**src/rtl/axi_lite_gpio_responder.sv**
```systemverilog
// AXI4-Lite GPIO register block: DATA/SET/CLR/ID registers driving
// a registered GPIO output, with independent write and read FSMs.
module axi_lite_gpio_responder #(
  parameter int          GPIO_WIDTH       = 8,
  parameter logic [31:0] GPIO_RESET_VALUE = 32'h00,
  parameter logic [31:0] ID_VALUE         = 32'h4750_494F
) (
  input  logic                  clk_300,
  input  logic                  reset,
  input  logic [3:0]            s_axi_awaddr,
  input  logic                  s_axi_awvalid,
  output logic                  s_axi_awready,
  input  logic [31:0]           s_axi_wdata,
  input  logic [3:0]            s_axi_wstrb,
  input  logic                  s_axi_wvalid,
  output logic                  s_axi_wready,
  output logic [1:0]            s_axi_bresp,
  output logic                  s_axi_bvalid,
  input  logic                  s_axi_bready,
  input  logic [3:0]            s_axi_araddr,
  input  logic                  s_axi_arvalid,
  output logic                  s_axi_arready,
  output logic [31:0]           s_axi_rdata,
  output logic [1:0]            s_axi_rresp,
  output logic                  s_axi_rvalid,
  input  logic                  s_axi_rready,
  output logic [GPIO_WIDTH-1:0] gpio_io_o
);

  typedef enum logic {W_IDLE, W_RESP} w_state_e;
  typedef enum logic {R_IDLE, R_DATA} r_state_e;

  localparam logic [1:0] A_DATA = 2'd0;
  localparam logic [1:0] A_SET  = 2'd1;
  localparam logic [1:0] A_CLR  = 2'd2;
  localparam logic [1:0] A_ID   = 2'd3;

  w_state_e w_state_q, w_state_d;
  r_state_e r_state_q, r_state_d;

  logic                  aw_got_q, w_got_q;
  logic [1:0]            awaddr_q;
  logic [31:0]           wdata_q;
  logic [3:0]            wstrb_q;
  logic [GPIO_WIDTH-1:0] data_q, data_d;
  logic [1:0]            bresp_q, bresp_d;
  logic [31:0]           rdata_q, rdata_d;
  logic [1:0]            rresp_q, rresp_d;

  logic        aw_hs, w_hs, ar_hs, commit;
  logic [1:0]  sel_addr;
  logic [31:0] sel_data, mask, cur32, new32;
  logic [3:0]  sel_strb;

  assign aw_hs  = s_axi_awvalid && s_axi_awready;
  assign w_hs   = s_axi_wvalid && s_axi_wready;
  assign ar_hs  = s_axi_arvalid && s_axi_arready;
  assign commit = (w_state_q == W_IDLE) && (aw_got_q || aw_hs)
                  && (w_got_q || w_hs);

  // Buffered beats take priority over live bus values
  assign sel_addr = aw_got_q ? awaddr_q : s_axi_awaddr[3:2];
  assign sel_data = w_got_q ? wdata_q : s_axi_wdata;
  assign sel_strb = w_got_q ? wstrb_q : s_axi_wstrb;

  always_ff @(posedge clk_300) begin
    if (reset) w_state_q <= W_IDLE;
    else       w_state_q <= w_state_d;
  end

  always_comb begin
    w_state_d = w_state_q;
    unique case (w_state_q)
      W_IDLE: if (commit) w_state_d = W_RESP;
      W_RESP: if (s_axi_bready) w_state_d = W_IDLE;
      default: w_state_d = W_IDLE;
    endcase
  end

  always_comb begin
    s_axi_awready = (w_state_q == W_IDLE) && !aw_got_q;
    s_axi_wready  = (w_state_q == W_IDLE) && !w_got_q;
    s_axi_bvalid  = (w_state_q == W_RESP);
    s_axi_bresp   = bresp_q;
  end

  always_comb begin
    mask = '0;
    for (int i = 0; i < 4; i++) mask[8*i +: 8] = {8{sel_strb[i]}};
    cur32 = '0;
    cur32[GPIO_WIDTH-1:0] = data_q;
    new32   = cur32;
    bresp_d = 2'b00;
    unique case (sel_addr)
      A_DATA: new32 = (cur32 & ~mask) | (sel_data & mask);
      A_SET:  new32 = cur32 | (sel_data & mask);
      A_CLR:  new32 = cur32 & ~(sel_data & mask);
      A_ID:   bresp_d = 2'b10;
      default: new32 = cur32;
    endcase
    data_d = new32[GPIO_WIDTH-1:0];
  end

  always_ff @(posedge clk_300) begin
    if (reset) begin
      aw_got_q <= 1'b0;
      w_got_q  <= 1'b0;
      awaddr_q <= '0;
      wdata_q  <= '0;
      wstrb_q  <= '0;
      data_q   <= GPIO_RESET_VALUE[GPIO_WIDTH-1:0];
      bresp_q  <= 2'b00;
    end else if (commit) begin
      aw_got_q <= 1'b0;
      w_got_q  <= 1'b0;
      data_q   <= data_d;
      bresp_q  <= bresp_d;
    end else begin
      if (aw_hs) begin
        aw_got_q <= 1'b1;
        awaddr_q <= s_axi_awaddr[3:2];
      end
      if (w_hs) begin
        w_got_q <= 1'b1;
        wdata_q <= s_axi_wdata;
        wstrb_q <= s_axi_wstrb;
      end
    end
  end

  assign gpio_io_o = data_q;

  always_ff @(posedge clk_300) begin
    if (reset) r_state_q <= R_IDLE;
    else       r_state_q <= r_state_d;
  end

  always_comb begin
    r_state_d = r_state_q;
    unique case (r_state_q)
      R_IDLE: if (s_axi_arvalid) r_state_d = R_DATA;
      R_DATA: if (s_axi_rready) r_state_d = R_IDLE;
      default: r_state_d = R_IDLE;
    endcase
  end

  always_comb begin
    s_axi_arready = (r_state_q == R_IDLE);
    s_axi_rvalid  = (r_state_q == R_DATA);
    s_axi_rdata   = rdata_q;
    s_axi_rresp   = rresp_q;
  end

  always_comb begin
    rdata_d = '0;
    rresp_d = 2'b00;
    unique case (s_axi_araddr[3:2])
      A_DATA: rdata_d[GPIO_WIDTH-1:0] = data_q;
      A_SET:  rresp_d = 2'b10;
      A_CLR:  rresp_d = 2'b10;
      A_ID:   rdata_d = ID_VALUE;
      default: rdata_d = '0;
    endcase
  end

  always_ff @(posedge clk_300) begin
    if (reset) begin
      rdata_q <= '0;
      rresp_q <= 2'b00;
    end else if (ar_hs) begin
      rdata_q <= rdata_d;
      rresp_q <= rresp_d;
    end
  end

  logic unused;
  assign unused = ^{s_axi_awaddr[1:0], s_axi_araddr[1:0], new32};

endmodule

```
**config.mk**
```make
export PLATFORM = sky130hd
export DESIGN_NAME = axi_lite_gpio_responder
export DESIGN_NICKNAME = d
export VERILOG_FILES = /design/src/rtl/axi_lite_gpio_responder.sv
export SDC_FILE = /design/constraint.sdc
export NUM_CORES = 1
export LEC_CHECK = 0
export CAP_MARGIN = 20
export CORE_AREA = 5 5 69 87
export CTS_BUF_LIST = sky130_fd_sc_hd__clkbuf_4 sky130_fd_sc_hd__clkbuf_8
export DETAILED_ROUTE_END_ITERATION = 12
export DIE_AREA = 0 0 74 92
export PLACE_DENSITY = 0.82
export SYNTH_ARGS = -nofsm -noshare
export SYNTH_HDL_FRONTEND = slang
export SYNTH_SLANG_ARGS = --single-unit
```
**constraint.sdc**
```tcl
create_clock -name clk_300 -period 1.2 [get_ports clk_300]
set_input_delay 0.18 -clock clk_300 [delete_from_list [all_inputs] [get_ports clk_300]]
set_output_delay 0.18 -clock clk_300 [all_outputs]
set_load 0.03 [all_outputs]
```
# Word level (Yosys, flattened, before mapping)
# Index checks and enable logic that the tools add are counted.
[totals] output_inout_bits=49 reg_bits=59
[classes] n_eq_ne=6 muxes=14 n_reduce_logical=19 bitwise_logic=10
[ops] cell="$and 8x8->8" count=3
[ops] cell="$pmux 8 s3" count=1
[ops] cell="$mux 23" count=1
[ops] cell="$not 8->8" count=2
[ops] cell="$or 8x8->8" count=2
[ops] cell="$pmux 8 s2" count=1
[ops] cell="$eq 2x2->1 const B" count=4
[ops] cell="$mux 8" count=1
[ops] cell="$logic_and 1x1->1" count=7
[ops] cell="$mux 2" count=3
[ops] cell="$reduce_and 2->1" count=3
[ops] cell="$mux 1" count=5
[ops] cell="$eq 2x1->1 const B" count=2
[ops] cell="$logic_not 2->1" count=2
[ops] cell="$pmux 1 s2" count=2
[ops] cell="$reduce_or 2->1" count=2
[ops] cell="$not 1->1" count=3
[ops] cell="$reduce_bool 3->1" count=1
[ops] cell="$logic_not 1->1" count=2
[ops] cell="$logic_or 1x1->1" count=2

# Logic depth before layout (Yosys ltp)
# Gate-level depths: netlist (run 1).
[logic_depth] word_depth=8 depth_mapped=7 ltp_nobuf=6

# Worst setup path before layout (run 1)
# No wires, ideal clock.
[synth_timing] kind="reg2reg" start="register w_state_q (netlist: s_axi_bvalid)" end="register data_q[0] (netlist: gpio_io_o[0])" arrival_ps=1291 synth_period_minus_slack_ps=1350 required_ps=1141 slack_ps=-150 stages_incl_launch_ff=6 path_cell_list="dfxtp_1 > inv_1 > o211a_1 > buf_6 > o32ai_1 > a31o_1"
[synth_via] elab_chain_cells=7 word_cells_on_any_way=10 classes_between="bitwise: 1; reduce/logical: 9"
[synth_lines] item="start: declaration" line_no="38" text="w_state_e w_state_q, w_state_d;"
[synth_lines] item="start signal: assignment" line_no="68" text="else w_state_q <= w_state_d;"
[synth_lines] item="$not 1->1 *"
[synth_lines] item="$logic_and 1x1->1" line_no="81" text="s_axi_awready = (w_state_q == W_IDLE) && !aw_got_q;"
[synth_lines] item="$logic_and 1x1->1" line_no="55" text="assign aw_hs = s_axi_awvalid && s_axi_awready;"
[synth_lines] item="$logic_or 1x1->1" line_no="58" text="assign commit = (w_state_q == W_IDLE) && (aw_got_q || aw_hs)"
[synth_lines] item="$logic_and 1x1->1" line_no="58"
[synth_lines] item="$logic_and 1x1->1 *" line_no="59" text="&& (w_got_q || w_hs);"
[synth_lines] item="$reduce_and 2->1 (no line) *"
[synth_lines] item="end signal: assignment" line_no="111" text="data_q <= GPIO_RESET_VALUE[GPIO_WIDTH-1:0];"
[synth_lines] item="end signal: assignment" line_no="116" text="data_q <= data_d;"
[synth_lines] item="end: declaration" line_no="45" text="logic [GPIO_WIDTH-1:0] data_q, data_d;"
# Every way passes the cells marked *; elsewhere a longest branch is shown, timed or not.
# A chain may end at the register's enable or synchronous reset.

# Final worst setup path (run 1)
[layout_timing] start="register aw_got_q" end="register data_q[4] (netlist: gpio_io_o[4])"
[layout_via] elab_chain_cells=7 word_cells_on_any_way=13 classes_between="eq/ne: 2; mux: 2; reduce/logical: 9"
[layout_lines] item="start: declaration" line_no="41" text="logic aw_got_q, w_got_q;"
[layout_lines] item="start signal: assignment" line_no="106" text="aw_got_q <= 1'b0;"
[layout_lines] item="start signal: assignment" line_no="114" text="aw_got_q <= 1'b0;"
[layout_lines] item="start signal: assignment" line_no="120" text="aw_got_q <= 1'b1;"
[layout_lines] item="branches (longest 7 deep; another with $reduce_bool 3->1)"
# Parallel ways; which one is timed is not known.

==> summary.md, run 1 <==
| Metric | Value |
|---|---|
| Run status | `finished with violations` |
| Violated checks | `negative setup slack` |
| Number of vias in the routed layout | `1488` |
| Minimum clock period | `1.353 ns` |
| Final-report setup violation count | `18` |
| Final non-filler cell area | `2459 um2` |
| Fraction of final layout cells with drive strength greater than 1 | `33.59%` |
| Worst VDD drop | `392.4 uV` |
| Critical Path Sink | `gpio_io_o[4]` |
| Maximum number of buffers from clock root to sink | `2` |
| Vertical die dimension | `92 um` |
| Ratio of routed vias to standard cells | `4.679` |
| Number of placement rows | `29` |
| Static leakage | `1.086 nW` |
| Number of port buffers | `51` |
| Launching point of the worst reg2reg path | `aw_got_q` |
| Total of hold buffers inserted after clock tree synthesis | `0` |
| Required time of the worst setup path | `1.37 ns` |
| Number of DRC markers after the initial detailed-route iteration | `67` |
| Type of the tightest min-delay check | `input port to flip-flop` |
| Critical Path End Type | `flip-flop` |
| Root buffer cell | `clkbuf_8` |
| Worst setup SP type | `flip-flop` |
| Gr usage total | `12.44%` |
| Number of nets with antenna violations after routing | `0` |
| Routability Congestion | `0.7328` |
| Number of optimization iterations in the first detailed-route pass | `4` |
| Largest net degree at the start of global routing | `20` |
| Adder-cell area share of the yosys netlist | `1.418%` |
| Final cell count without fillers | `318` |
| Setup crit start | `aw_got_q` |
| Cell Pwr Density | `1234 nW/um2` |
| Number of top-level pins | `100` |
| Total Power Consumption | `3.033 mW` |
| Final nets | `308` |
| Slack of the critical path | `-0.1527 ns` |
| Post-place instance area | `2231 um2` |
| Placeable core area | `5044 um2` |
| Gr ovfl total | `0` |
| Maximum clock frequency | `0.7393 GHz` |
| Setup repair after global routing missed its margin | `true` |
| Clock transition at path regs | `0.07 ns` |
| Clock tree sinks | `34` |
| Post-synthesis share of cell area spent on and, or, nand and nor gates | `13.48%` |
| Clock tree from TritonCTS | `done` |
| End-of-flow core utilization | `48.75%` |
| Number of antenna violations at the first check in global routing | `0` |
| Number of register bits inferred by synthesis | `34` |
| Mean Syn Cell Area | `8.734 um2` |
| Area grow syn2layout | `39.36%` |
| Reg2reg setup slack | `-0.15 ns` |
| Period Utilization, post-route | `112.7%` |
| Final wirelength | `4.255 mm` |
| Hold Worst Slack | `0.4216 ns` |
| H-Tree Depth | `2` |
| WL/cell | `13.38 um` |
| Fraction of the mapped netlist area in compound gates | `15.32%` |
| Seq/Total Area, Yosys | `38.58%` |
| Die W | `74 um` |
| WS Path Type | `flip-flop to flip-flop` |
| # DRC | `0` |
| Syn Inst Count | `202` |
| Post-synthesis instance area | `1764 um2` |
| Final hold viol count | `0` |
| XOR/XNOR Fraction of Synth Area | `0.4965%` |
| Post-placement setup slack | `-0.4581 ns` |
| Multiplexer share of the synthesized area | `13.33%` |
| Dominant combinational cell family by area after synthesis | `buffers and inverters` |
| Largest fanout of any net on the critical path | `9` |
| Number of cells after detailed placement | `310` |
| Final Skew | `0.003937 ns` |
| Initial core utilization | `34.98%` |
| Post-detail-place hpwl | `3.177 mm` |
| Synth warn | `0` |
| Number of buffers created by CTS | `5` |
| Worst reg2reg path depth | `4` |
| Reg-to-reg critical path endpoint | `gpio_io_o[4]` |
| Number of distinct library cells after synthesis | `28` |
| Antenna diode instance count | `0` |
| Final-layout setup total negative slack | `-2.044 ns` |
| Total Die Area | `6808 um2` |
| Clock insertion delay at the later pin of the skew report | `0.28 ns` |
| Wire length of the first global-routing pass | `6.644 mm` |
| Final max-slew violation count | `0` |
| Arrival time of data at the critical path endpoint | `1.53 ns` |
| Vias in the first global route | `1468` |
| Number of max-cap violations | `0` |
[state kept, by name, indices dropped and copies added, names as in the netlist, 2 cells and up]
signal	flops
awaddr_q	2
gpio_io_o	8
s_axi_rdata	9
wdata_q	8
[placed cells by master (no fill, tap or decap), types with 2 or more instances in the layout]
cell type        instances
nand3b_1                 2
buf_12                   2
nor2_4                   2
mux2i_1                 11
mux2_2                   8
nand2_1                 13
nand2_2                  2
inv_1                   13
conb_1                  17
clkbuf_8                 6
buf_4                   41
nand3_1                  3
a21oi_4                  2
a31o_1                   8
dfxtp_4                  3
mux2i_4                  2
clkdlybuf4s50_1         17
a21oi_1                 18
buf_6                    4
dlymetal6s2s_1           2
nor2_1                  18
nor3_2                   2
dfxtp_2                  2
o32ai_1                  8
dfxtp_1                 29
nor3_1                   6
[critical path: stages, from the launching register on]
cell and delay (ns):
dfxtp_4 0.40, mux2i_4 0.29, o211a_4 0.26, o32ai_1 0.09, a31o_1 0.19
[layout make-up]
cell class	instances	area, um2
clock buffer	7	90.09
clock inverter	1	5.005
fill	478	2585
inverter	14	52.55
multi-input combinational	134	950.9
sequential	34	694.4
tap	62	77.57
timing repair buffer	66	588.1
[synth_stat cells (all sizes together)]
library cell | instances | share of area (%)
mux2 | 9 | 5.7
a31o | 8 | 4.0
and2 | 1 | 0.35
nor3 | 9 | 2.6
xnor2 | 1 | 0.50
o22a | 1 | 0.50
nand2 | 15 | 3.2
o211a | 1 | 0.57
o32ai | 8 | 4.0
ha | 2 | 1.4
conb | 1 | 0.21
nand3b | 2 | 0.85
clkbuf | 2 | 0.43
buf | 34 | 14
a21oi | 20 | 6.3
mux2i | 13 | 7.6
nand4 | 1 | 0.35
dfxtp | 34 | 39
nand2b | 2 | 0.71
nor2b | 1 | 0.35
nand3 | 3 | 0.85
inv | 14 | 3.0
nor2 | 20 | 4.3
[kinds of logic after synthesis]
kind of cell	count (synthesis)
other cells	1
mux	22
flops	34
fa+ha+maj	2
simple gates	54
compound gates	38
xor+xnor	1
buf+inv	50
[worst min path at each step]
stage	startpoint	end	slack (ns)	depth (start not counted)
after floorplan	s_axi_awaddr[2]	awaddr_q[0]	0.32	2
after global placement	s_axi_rdata[5]	s_axi_rdata[5]	0.44	2
after detailed placement	s_axi_rdata[5]	s_axi_rdata[5]	0.45	2
after CTS	s_axi_rdata[5]	s_axi_rdata[5]	0.46	2
after global routing	s_axi_araddr[3]	s_axi_rdata[26]	0.44	4
final	s_axi_araddr[3]	s_axi_rdata[26]	0.42	4
[repair_timing]
item                       in CTS  in global routing
pin swaps                       7                  3
buffers inserted                0                  0
resized for setup              17                 17
setup endpoints to repair      27                 40
[per-layer routing]
metal  share of wire [%]  GRT usage (%)  vias to the layer above  wire length (um)
li1                    -              -                      752                 -
met1                  36          12.97                      681              1547
met2                  54          21.23                       44              2280
met3                 7.8          4.923                       11               333
met4                 2.2          6.042                        0                94
met5                   0              0                        -                 0
[report_power, final]
| part | internal (mW) | switching [mW] | leakage (nW) | total (mW) |
|---|---|---|---|---|
| combinational | 0.390 | 0.486 | 0.755 | 0.876 |
| clock | 0.485 | 0.394 | 0.0517 | 0.879 |
| sequential | 1.20 | 0.0787 | 0.280 | 1.28 |
| total | 2.08 | 0.958 | 1.09 | 3.03 |
Note: power is estimated with default switching activity, not from simulation.
==> inputs of run 2 (changes only) <==
==> constraint.sdc (replaced) <==
create_clock -name clk_300 -period 1.1 [get_ports clk_300]
set_input_delay 0.165 -clock clk_300 [delete_from_list [all_inputs] [get_ports clk_300]]
set_output_delay 0.165 -clock clk_300 [all_outputs]
set_load 0.03 [all_outputs]
==> summary.md, run 2 (synthesis gave the netlist of run 1 again) <==
| Metric | Value |
|---|---|
| Final max-slew violation count | `0 (unchanged)` |
| Vertical die dimension | `92 um (unchanged)` |
| End-of-flow core utilization | `50.24% (+1.5 points)` |
| Critical path buffers and inverters | `0 (unchanged)` |
| End of the worst hold path | `s_axi_rdata[7]` |
| Hold Crit Depth | `2 (-2)` |
| Setup repair after global routing missed its margin | `true` |
| Critical Path End Type | `flip-flop` |
| Number of buffers created by CTS | `5 (unchanged)` |
| Root buffer cell | `clkbuf_8` |
| Number of nets with antenna violations after routing | `0 (unchanged)` |
| Violated checks | `negative setup slack` |
| Final-layout setup total negative slack | `-4.669 ns (-2.625 ns)` |
| Number of DRC markers after the initial detailed-route iteration | `45 (-33%)` |
| Number of top-level pins | `100 (unchanged)` |
| Number of optimization iterations in the first detailed-route pass | `4 (unchanged)` |
| Number of filler cells placed in the layout | `459 (-4.0%)` |
| Ratio of routed vias to standard cells | `4.891 (+4.5%)` |
| Final-report setup violation count | `22 (+4)` |
| Required time of the worst setup path | `1.27 ns (-0.10 ns)` |
| Maximum clock frequency | `0.7210 GHz (-2.5%)` |
| Number of placement rows | `29 (unchanged)` |
| Levels on crit path | `4 (unchanged)` |
| Routability Congestion | `0.7633 (+4.2%)` |
| Gr ovfl total | `0 (unchanged)` |
| Final nets | `311 (+0.97%)` |
| H-Tree Depth | `2 (unchanged)` |
| Post-detail-place hpwl | `3.243 mm (+2.1%)` |
| Cell Pwr Density | `1331 nW/um2 (+7.9%)` |
| Initial core utilization | `34.98% (unchanged)` |
| Number of flip-flops in the largest register | `9 (unchanged)` |
| Reg-to-reg critical path endpoint | `gpio_io_o[4]` |
| Placeable core area | `5044 um2 (unchanged)` |
| Slack of the critical path | `-0.2869 ns (-0.1342 ns)` |
| Fraction of final layout cells with drive strength greater than 1 | `37.84% (+4.2 points)` |
| Final Skew | `0.006756 ns (+0.002819 ns)` |
| Most common cell after layout, fill and taps aside | `buf_4` |
| Maximum cell stage delay along the critical path | `0.40 ns (about the same)` |
| Dominant delay contributor by cell family on the critical path | `compound AO/OA/AOI/OAI gates` |
| WL/cell | `14.48 um (+8.2%)` |
| Static leakage | `1.099 nW (+1.2%)` |
| WS Path Type | `flip-flop to flip-flop` |
| Wire length of the first global-routing pass | `7.141 mm (+7.5%)` |
| Final wirelength | `4.648 mm (+9.2%)` |
| Arrival time of data at the critical path endpoint | `1.56 ns (+0.03 ns)` |
| Gr usage total | `13.47% (+1.0 points)` |
| Worst setup SP type | `flip-flop` |
| Period Utilization, post-route | `126.1% (+13 points)` |
| Cell breakdown of the critical path | `mux2i_4 > o211a_4 > o32ai_2 > a31o_1` |
| Launching point of the worst reg2reg path | `aw_got_q` |
| Number of port buffers | `51 (unchanged)` |
| Vias in the first global route | `1554 (+5.9%)` |
| Clock transition at path regs | `0.07 ns (about the same)` |
| Slowest cell on the critical path | `dfxtp_4` |
| Worst VDD drop | `546.2 uV (+39%)` |
| Most frequent cells in the layout | `38 x buf_4, 28 x dfxtp_1, 18 x nor2_1, 17 x conb_1, 17 x clkdlybuf4s50_1` |
| Worst reg2reg path depth | `4 (unchanged)` |
| Number of vias in the routed layout | `1570 (+5.5%)` |
| Largest net degree at the start of global routing | `20 (unchanged)` |
| Clock tree sinks | `34 (unchanged)` |
| Total Die Area | `6808 um2 (unchanged)` |
| Reg2reg setup slack | `-0.29 ns (-0.13 ns)` |
| Number of antenna violations at the first check in global routing | `0 (unchanged)` |
| Antenna diode instance count | `0 (unchanged)` |
| Largest fanout of any net on the critical path | `5 (-4)` |
| Final hold viol count | `0 (unchanged)` |
| Maximum number of buffers from clock root to sink | `2 (unchanged)` |
| Total of hold buffers inserted after clock tree synthesis | `0 (unchanged)` |
| Minimum clock period | `1.387 ns (+0.03420 ns)` |
| Number of max-cap violations | `0 (unchanged)` |
| Run status | `finished with violations` |
| Clock tree from TritonCTS | `done` |
| # DRC | `0 (unchanged)` |
| Clock insertion delay at the later pin of the skew report | `0.28 ns (about the same)` |
| Die W | `74 um (unchanged)` |
| Area grow syn2layout | `43.62%` |
| Type of the tightest min-delay check | `flip-flop to flip-flop` |
| Critical hold path startpoint | `s_axi_rdata[7]` |
[run 2: changes by cell type in the layout (fill, tap and decap cells not counted), moves of 3 or more]
cell,previous run,this run
o32ai_2,0,3
buf_4,41,38
o32ai_1,8,5
buf_6,4,9
[run 2: repair_timing]
item,4_1_cts,5_1_grt
buffers inserted,1,0
gates cloned,1,1
gates resized for setup,31,20
setup endpoints to repair,40,38
pin swaps,6,9
[run 2: how the worst max path moves through the flow]
| stage | startpoint | endpoint | slack (ns) |
|---|---|---|---|
| global route | aw_got_q | gpio_io_o[5] | -0.33 |
| detailed placement | s_axi_wvalid | gpio_io_o[7] | -0.52 |
| global placement | s_axi_awaddr[3] | gpio_io_o[7] | -0.48 |
| floorplan | aw_got_q | gpio_io_o[0] | -0.22 |
| finish | aw_got_q | gpio_io_o[4] | -0.29 |
| CTS | aw_got_q | gpio_io_o[4] | -0.27 |
[run 2: area by class of cell]
type | count | area, um2 | share of cell area [%]
repair buffers | 68 | 599.3 | 23.65
well taps | 62 | 77.57 | 3.062
inverters | 14 | 52.55 | 2.074
clock buffers | 8 | 91.34 | 3.605
multi-input cells | 135 | 1012 | 39.95
flip-flops and latches | 34 | 700.7 | 27.65
[run 2: where the power goes]
group / internal (mW) / switching, mW / total (mW)
sequential: 1.31 / 0.0838 / 1.39
clock: 0.524 / 0.439 / 0.963
combinational: 0.447 / 0.571 / 1.02
total: 2.28 / 1.09 / 3.37
[run 2: worst min-delay path, delay by kind of cell (launching register included)]
kind,cells,cell delay [ns]
DFF,1,0.31
and+or+nand+nor,1,0.05
AOI/OAI and AO/OA,1,0.05
[run 2: per-layer routing]
layer	up-vias	share of wire (%)	wire, um	track usage [%]
li1	766	-	-	-
met1	737	35	1642	13.83
met2	51	53	2473	22.86
met3	16	7.9	365	4.923
met4	0	3.6	167	7.855
met5	-	0	0	0
[run 2: per-stage QoR]
stage / setup WS [ns] / cell area, um2 / power [mW] / hold slack, ns / instances
floorplan: -0.2223 / 1851 / 2.034 / 0.3089 / 218
global placement: -0.4824 / 2221 / 2.260 / 0.4442 / 310
detailed placement: -0.5206 / 2221 / 2.275 / 0.4434 / 310
CTS: -0.2725 / 2449 / 3.327 / 0.4522 / 320
global route: -0.3330 / 2534 / 3.527 / 0.4785 / 321
finish: -0.2869 / 2534 / 3.371 / 0.4494 / 321
==> inputs of run 3 (changes only) <==
--- a/config.mk
+++ b/config.mk
@@ -6,11 +6,12 @@
 export NUM_CORES = 1
 export LEC_CHECK = 0
 export CAP_MARGIN = 20
-export CORE_AREA = 5 5 69 87
+export CORE_AREA = 2 2 66 84
 export CTS_BUF_LIST = sky130_fd_sc_hd__clkbuf_4 sky130_fd_sc_hd__clkbuf_8
 export DETAILED_ROUTE_END_ITERATION = 12
-export DIE_AREA = 0 0 74 92
+export DIE_AREA = 0 0 68 86
 export PLACE_DENSITY = 0.82
+export SKIP_LAST_GASP = 1
 export SYNTH_ARGS = -nofsm -noshare
 export SYNTH_HDL_FRONTEND = slang
 export SYNTH_SLANG_ARGS = --single-unit
==> summary.md, run 3 (synthesis gave the netlist of run 1 again) <==
| Metric | Value |
|---|---|
| Required time of the worst setup path | `1.26 ns (about the same)` |
| Final-layout setup total negative slack | `-4.590 ns (+0.07898 ns)` |
| Post-placement setup slack | `-0.5555 ns (-0.03495 ns)` |
| Violated checks | `negative setup slack` |
| FF/Latch Area | `699.4 um2 (-0.18%)` |
| Number of flip-flops in the largest register | `9 (unchanged)` |
| Clock transition at path regs | `0.07 ns (about the same)` |
| Number of DRC markers after the initial detailed-route iteration | `15 (-67%)` |
| End-of-flow core utilization | `48.88% (-1.4 points)` |
| Placeable core area | `5007 um2 (-0.72%)` |
| Number of placement rows | `29 (unchanged)` |
| Largest fanout of any net on the critical path | `9 (+4)` |
| Cell Pwr Density | `1345 nW/um2 (+1.1%)` |
| Number of optimization iterations in the first detailed-route pass | `4 (unchanged)` |
| Type of the tightest min-delay check | `flip-flop to flip-flop` |
| Root buffer cell | `clkbuf_8` |
| Post-detail-place hpwl | `3.035 mm (-6.4%)` |
| Number of top-level pins | `100 (unchanged)` |
| Minimum clock period | `1.356 ns (-0.03097 ns)` |
| Die W | `68 um (-8.1%)` |
| Number of buffers created by CTS | `5 (unchanged)` |
| Worst setup SP type | `flip-flop` |
| Final nets | `311 (unchanged)` |
| Most frequent cells in the layout | `44 x buf_4, 29 x dfxtp_1, 20 x nor2_1` |
| Worst reg2reg path depth | `6 (+2)` |
| Hold Crit Depth | `2 (unchanged)` |
| Wire length of the first global-routing pass | `6.603 mm (-7.5%)` |
| Initial core utilization | `35.23% (+0.25 points)` |
| Number of max-cap violations | `0 (unchanged)` |
| Fraction of final layout cells with drive strength greater than 1 | `33.59% (-4.2 points)` |
| Final wirelength | `4.160 mm (-10%)` |
| Final Skew | `0.008272 ns (+0.001516 ns)` |
| Most common cell after layout, fill and taps aside | `buf_4` |
| WS Path Type | `flip-flop to flip-flop` |
| Period Utilization, post-route | `123.3% (-2.8 points)` |
| Worst VDD drop | `686.5 uV (+26%)` |
| Footprint of the multi-input gates | `938.4 um2 (-7.3%)` |
| Vertical die dimension | `86 um (-6.5%)` |
| Clock tree from TritonCTS | `done` |
| Total Die Area | `5848 um2 (-14%)` |
| Maximum clock frequency | `0.7375 GHz (+2.3%)` |
| H-Tree Depth | `2 (unchanged)` |
| Run status | `finished with violations` |
| WL/cell | `12.96 um (-10%)` |
| Hold Worst Slack | `0.4677 ns (+0.01825 ns)` |
| Number of port buffers | `51 (unchanged)` |
| Maximum number of buffers from clock root to sink | `2 (unchanged)` |
| Slack of the critical path | `-0.2559 ns (+0.03097 ns)` |
| Antenna diode instance count | `0 (unchanged)` |
| Static leakage | `1.071 nW (-2.6%)` |
| Final max-slew violation count | `0 (unchanged)` |
| Clock insertion delay at the later pin of the skew report | `0.28 ns (about the same)` |
| Routability Congestion | `0.7492 (-1.8%)` |
| Gr usage total | `14.84% (+1.4 points)` |
| Number of vias in the routed layout | `1512 (-3.7%)` |
| Critical Path End Type | `flip-flop` |
| # DRC | `0 (unchanged)` |
| Number of filler cells placed in the layout | `477 (+3.9%)` |
| Ratio of routed vias to standard cells | `4.710 (-3.7%)` |
| Largest net degree at the start of global routing | `20 (unchanged)` |
| Final hold viol count | `0 (unchanged)` |
| Vias in the first global route | `1466 (-5.7%)` |
| Clock tree sinks | `34 (unchanged)` |
| Number of nets with antenna violations after routing | `0 (unchanged)` |
| Number of antenna violations at the first check in global routing | `0 (unchanged)` |
| Area grow syn2layout | `38.72%` |
| Arrival time of data at the critical path endpoint | `1.52 ns (-0.04 ns)` |
| Setup repair after global routing missed its margin | `true` |
| Gr ovfl total | `0 (unchanged)` |
| Final-report setup violation count | `22 (unchanged)` |
[run 3: cell count changes in the layout (fill, tap and decap cells not counted), sizes merged]
cell / previous run / this run
buf: 49 / 50
o211a: 2 / 1
[run 3: through the flow]
step                      area (um2)  instances  total power [mW]
after global placement          2228        311             2.263
after CTS                       2386        320             3.274
final                           2447        321             3.292
after floorplan                 1851        218             2.034
after global routing            2447        321             3.446
after detailed placement        2228        311             2.283
[run 3: critical path, stage by stage, from the launching register on]
cell      delay [ns]
dfxtp_4         0.38
buf_4           0.15
nor3_4          0.17
nand3b_1        0.14
buf_12          0.18
mux2i_2         0.16
nor2_1          0.06
[run 3: metal layers]
layer	routed length, um	global-route usage (%)
met2	2182	26.21
met1	1636	15.75
met3	296	6.037
met4	46	4.364
met5	0	0
[run 3: layout make-up]
type / count / share of cell area [%]
Sequential cell: 34 / 28.58
Inverter: 14 / 2.147
Timing Repair Buffer: 69 / 24.03
Tap cell: 62 / 3.170
Multi-Input combinational cell: 134 / 38.34
Clock buffer: 8 / 3.732
[run 3: power breakdown]
part | internal (mW) | switching, mW | total [mW]
clock network | 0.523 | 0.429 | 0.952
registers | 1.31 | 0.0797 | 1.39
logic | 0.422 | 0.531 | 0.953
total | 2.25 | 1.04 | 3.29
[run 3: what timing repair did]
| item | CTS | global route |
|---|---|---|
| setup endpoints to repair | 43 | 41 |
| gates cloned | 0 | 1 |
| hold buffers | 0 | 0 |
| buffers inserted | 1 | 0 |
| pin swaps | 3 | 2 |
| resized for setup | 18 | 12 |
[run 3: worst paths after layout]
path / startpoint / endpoint / slack, ns
worst min-delay path: s_axi_rdata[4] / s_axi_rdata[4] / 0.47
worst max-delay path: aw_got_q / wdata_q[6] / -0.26
worst min register to register: s_axi_rdata[4] / s_axi_rdata[4] / 0.47
worst max register to register: aw_got_q / wdata_q[6] / -0.26
